<file path="src/rtl/test_probe_pkg.sv">
// test_probe shared definitions: register map and CTRL bit positions.
// Imported by test_probe and probe_stretch.
package test_probe_pkg;

    localparam logic [2:0] REG_SELECT  = 3'd0;
    localparam logic [2:0] REG_STRETCH = 3'd1;
    localparam logic [2:0] REG_EDGES   = 3'd2;
    localparam logic [2:0] REG_PATTERN = 3'd3;
    localparam logic [2:0] REG_MASK    = 3'd4;
    localparam logic [2:0] REG_CTRL    = 3'd5;

    localparam int CTRL_ARM  = 0;
    localparam int CTRL_TRIG = 1;

endpackage

</file>
<file path="src/rtl/probe_stretch.sv">
// probe_stretch: one-bit rising-edge detector plus retriggerable
// down-counter that keeps a short pulse visible for STRETCH cycles.
module probe_stretch
    import test_probe_pkg::*;
#(
    parameter int SW = 8
) (
    input  logic          ck,
    input  logic          rst_n,
    input  logic          bit_in,
    input  logic          clr,
    input  logic [SW-1:0] stretch,
    output logic          rise,
    output logic          hold
);

    logic          prev_q, prev_d;
    logic [SW-1:0] cnt_q, cnt_d;

    assign rise = bit_in & ~prev_q;
    assign hold = (cnt_q != '0);

    // next count: clear beats reload, reload beats decrement
    always_comb begin
        prev_d = bit_in;
        cnt_d  = cnt_q;
        if (clr)
            cnt_d = '0;
        else if (rise)
            cnt_d = stretch;
        else if (hold)
            cnt_d = cnt_q - SW'(1);
    end

    // edge history and counter state
    always_ff @(posedge ck or negedge rst_n) begin
        if (!rst_n) begin
            prev_q <= 1'b0;
            cnt_q  <= '0;
        end else begin
            prev_q <= prev_d;
            cnt_q  <= cnt_d;
        end
    end

endmodule

</file>
<file path="config.mk">
export PLATFORM = sky130hd
export DESIGN_NAME = probe_stretch
export DESIGN_NICKNAME = d
export VERILOG_FILES = /design/src/rtl/test_probe_pkg.sv /design/src/rtl/probe_stretch.sv
export SDC_FILE = /design/constraint.sdc
export NUM_CORES = 1
export LEC_CHECK = 0
export CORE_AREA = 2 2 39 41
export CTS_BUF_LIST = sky130_fd_sc_hd__clkbuf_16
export DETAILED_ROUTE_END_ITERATION = 10
export DIE_AREA = 0 0 41 43
export PLACE_DENSITY = 0.68
export SETUP_SLACK_MARGIN = 0.4
export SLEW_MARGIN = 20
export SYNTH_ARGS = -nofsm -noshare
export SYNTH_HDL_FRONTEND = slang
export SYNTH_SLANG_ARGS = --single-unit
</file>
<file path="constraint.sdc">
create_clock -name ck -period 4.88 [get_ports ck]
set_input_delay 0.732 -clock ck [delete_from_list [all_inputs] [get_ports ck]]
set_output_delay 0.732 -clock ck [all_outputs]
set_load 0.05 [all_outputs]
</file>
# Word level (Yosys, flattened, before mapping)
# Index checks and enable logic that the tools add are counted.
# totals
ff_bits	9
# op_classes
bitwise_logic	2
add_sub_neg	1
n_reduce_logical	2
n_mux	3
# op_table
op	n
8-bit 2-to-1 mux	3
8-bit nonzero test	1
8-bit by 1-bit subtractor with 8-bit output (second input constant)	1
3-bit nonzero test	1
1-bit bitwise AND	1
1-bit NOT	1

# Longest topological paths before layout
# depth
depth_word	4
ltp_mapped	7
mapped_depth_nobuf	7

# Least setup slack after synthesis
# No wires, ideal clock.
# synth_timing
path_kind	reg2out
startpoint	reg cnt_q[3]
endpoint	out hold
path_buffers	0
slack_ns	2.804
arrival_time_ns	1.344
stages_incl_launch_ff	4
cell_sequence	dfrtp_1 or4_4 nor3_4 inv_2
# synth_via
elab_chain_len	1
# synth_lines
item	line	text
from (decl)	probe_stretch.sv:18	logic [SW-1:0] cnt_q, cnt_d;
from (signal assigned)	probe_stretch.sv:42	cnt_q <= cnt_d;
8-bit nonzero test	probe_stretch.sv:21	assign hold = (cnt_q != '0);
to (decl)	probe_stretch.sv:14	output logic hold
# Every way passes these cells.

# Final worst setup path
# layout_timing
startpoint	in bit_in
endpoint	out rise
# layout_via
elab_chain_len	1
# layout_lines
item	line	text
from (decl)	probe_stretch.sv:10	input logic bit_in,
1-bit bitwise AND	probe_stretch.sv:20	assign rise = bit_in & ~prev_q;
to (decl)	probe_stretch.sv:13	output logic rise,
# Every way passes these cells.

==> Flow_metrics.wiki <==
{| class="wikitable"
! Metric !! Value
|-
| Avg Cell Area, Syn || 9.82 um2
|-
| Total of warnings raised by yosys || 0
|-
| Antenna violations before repair || 0
|-
| Worst Path Buf+Inv || 3
|-
| Hold buffer count at cts || 0
|-
| Peak supply drop || 0.324 mV
|-
| Total Routing Usage GR || 14.7%
|-
| HPWL reported at the end of detailed placement || 798 um
|-
| Starting Density || 38.3%
|-
| Most frequent cells after synthesis || dfrtp_1, nor2_1, a211oi_1, nand2b_1, xnor2_1
|-
| Maximum clock frequency || 304 MHz
|-
| Critical path fanouts, max || 15
|-
| Result of the run || completed
|-
| Switching part of the total power || 36.0%
|-
| Worst EP arrival || 2.56 ns
|-
| Final-layout setup total negative slack || 0 ns
|-
| Final worst-path cycle share || 67.5%
|-
| Vias post-DR || 437
|-
| Most used standard cell by instance count after synthesis || dfrtp_1
|-
| Relative contribution of combinational cells to total power || 44.8%
|-
| Number of sinks driven by the clock tree || 9
|-
| Peak per-stage delay on the critical path || 0.83 ns
|-
| Floorplan Core Area || 1380 um2
|-
| Row count || 14
|-
| CP cell instances || clkdlybuf4s50_1 -> nand2b_1 -> inv_1 -> clkdlybuf4s50_1
|-
| Clock buffer count from CTS || 3
|-
| Root Buffer || clkbuf_16
|-
| Post-layout power || 0.509 mW
|-
| Worst Hold Class || flop to flop
|-
| Number of nets in the layout || 85
|-
| Number of DRC markers after the initial detailed-route iteration || 11
|-
| Die Outline Area || 1760 um2
|-
| CP max-delay cell || clkdlybuf4s50_1
|-
| Synthesis-to-layout area growth || 42.5%
|-
| Net load switching power || 0.183 mW
|-
| Synthesized instance count || 54
|-
| Instance count after placement with tap cells included || 82
|-
| Most common flop cell mapped by yosys || dfrtp_1
|-
| Total Wirelength || 1.02 mm
|-
| Internal power contribution || 0.326 mW
|-
| Number of nets produced by synthesis || 68
|-
| Leading post-synthesis cells by cell area || dfrtp_1, a211oi_1, xnor2_1, nor2_1, ha_1
|-
| Total congestion overflow || 0
|-
| Number of global-route vias before repair || 391
|-
| Final standard cell area without fillers || 756 um2
|-
| Pins Over Slew Limit || 0
|-
| Fraction of synthesis flops using an asynchronous set or reset pin || 100%
|-
| Share of the core filled with cells in the final layout || 54.6%
|-
| Synthesized flop and latch total || 9
|-
| Dominant cell type by count on the critical path || clkdlybuf4s50_1
|-
| I/O pin cnt || 14
|-
| Clk Latency, worst-skew pair || 0.23 ns
|-
| WS Path Type || input pin to primary output
|-
| Reported leakage power || 0.325 nW
|-
| Syn Std Cell Area || 531 um2
|-
| Setup violators final || 0
|-
| Detailed-route DRC error count || 0
|-
| First-pass iteration count of the detailed router || 2
|-
| Setup bufs post-CTS || 0
|-
| Fraction of layout cells with a size suffix above 1 || 14.3%
|-
| Largest clock skew in the final design || 0.000986 ns
|-
| Clock power frac || 28.0%
|-
| Largest net degree at the start of global routing || 16
|-
| DIE WIDTH || 41 um
|-
| Number of flops mapped to enable cells by yosys || 0
|-
| Average wire length per cell after detail routing || 11.9 um
|-
| Placed cell area || 677 um2
|-
| Hold Fails Final Rpt || 0
|-
| Detail Route Antenna Nets || 0
|-
| Minimum clock period || 3.29 ns
|-
| CP startpoint kind || input pin
|-
| Wire length of the first global-routing pass || 1.73 mm
|-
| Cell type with the largest total area after synthesis || dfrtp_1
|-
| Number of different library cells in the post-synthesis netlist || 22
|-
| Die height || 43 um
|-
| Worst path top cell family by delay || buffers and inverters
|-
| Normalized max-slew margin || 66.4%
|-
| Clock edge transition at the registers on the reported setup and hold paths || 0.04 ns
|-
| Required time reported for the critical path endpoint || 4.15 ns
|-
| Kind of end point of the critical path || primary output
|-
| Layout Cells excl Fill || 86
|-
| Total power density per cell area || 673 nW/um2
|-
| Sequential-to-total area share from yosys stat || 42.5%
|-
| Via/cell ratio || 5.08
|-
| Transition time at the pin with the least slew margin || 0.504 ns
|-
| Max-cap violations || 0
|-
| TritonCTS clock tree || built
|-
| Unrepaired setup endpoints after global routing || false
|-
| H-tree depth || 1
|-
| Number of buffers on the longest clock path || 2
|-
| Part of the power in registers || 27.1%
|-
| Number of port buffers || 13
|-
| Count of cells resized by post-cts repair || 0
|-
| Gp weighted congestion || 0.831
|-
| Share of the synthesized area in the top cell type || 42.5%
|-
| Number of inserted diodes || 0
|}
-- cell type report --
type | instances | area [um2]
fillers | 121 | 628
multi-input cells | 40 | 287
flip-flops and latches | 9 | 225
repair buffers | 13 | 130
clock buffers | 3 | 75.1
well taps | 16 | 20.0
inverters | 4 | 15.0
clock inverters | 1 | 3.75
-- per-stage QoR --
stage,worst slack [ns],hold WS [ns]
after floorplan,2.80,0.436
after global placement,1.60,0.572
after detailed placement,1.58,0.592
after CTS,1.58,0.599
after global routing,1.42,0.625
final,1.59,0.595
-- tightest hold or removal path: stages, from the launching register on --
cell      delay, ns
dfrtp_1        0.37
xnor2_1        0.12
a211oi_1       0.06
-- state kept, by name (all words and copies together), names as in the netlist --
name	count
cnt_q	8
prev_q	1
-- placed cells by master, fill, tap and decap left out --
cell type        count
nor4_1               3
a21oi_2              1
a211o_2              1
and2b_2              1
a211oi_1             5
clkdlybuf4s50_1     13
nor2_1               8
or4_4                1
inv_1                4
xor2_1               1
dfrtp_1              9
nor3_1               2
a211o_1              1
nand2b_1             4
nor3_4               1
xnor2_1              4
nor3b_1              1
nand2_1              2
ha_1                 2
clkbuf_16            3
inv_2                1
a21o_2               1
a311oi_1             1
-- cells by family (layout without fill, tap and decap cells) --
family                   Yosys count  after routing  share of synthesized area (%)
flip-flops                         9              9                           42.5
AO/OA/AOI/OAI                     10             10                           15.6
adder cells (fa/ha/maj)            2              2                           4.72
XOR/XNOR                           5              5                           8.25
AND/OR/NAND/NOR                   23             23                           25.5
buffers and inverters              5             21                           3.54
-- final timing paths --
kind | startpoint | depth (start not counted) | slack (ns) | end
worst max-delay path | bit_in | 4 | 1.59 | rise
worst min-delay path | cnt_q[6] | 2 | 0.59 | cnt_q[6]
worst max register to register | cnt_q[3] | 5 | 3.08 | cnt_q[1]
worst min register to register | cnt_q[6] | 2 | 0.59 | cnt_q[6]
max in group asynchronous | rst_n | 1 | 3.79 | cnt_q[5]
min in group asynchronous | rst_n | 1 | 0.80 | cnt_q[0]
-- per-layer routing --
metal | vias to the layer above | routed length [um] | GRT usage [%]
met5 | - | 0 | 0
met2 | 6 | 460 | 17.5
li1 | 223 | - | -
met1 | 206 | 528 | 21.5
met4 | 0 | 12 | 10.0
met3 | 2 | 21 | 4.71
-- power by group through the flow --
| stage | logic (mW) | registers, mW | clock network (mW) |
|---|---|---|---|
| 2_1_floorplan | 0.184 | 0.131 | 0 |
| 3_3_place_gp | 0.225 | 0.138 | 0 |
| 3_5_place_dp | 0.228 | 0.138 | 0 |
| 4_1_cts | 0.230 | 0.138 | 0.145 |
| 5_1_grt | 0.248 | 0.141 | 0.149 |
| 6_report | 0.228 | 0.138 | 0.143 |
No activity file was read; power rests on OpenSTA's default activity.
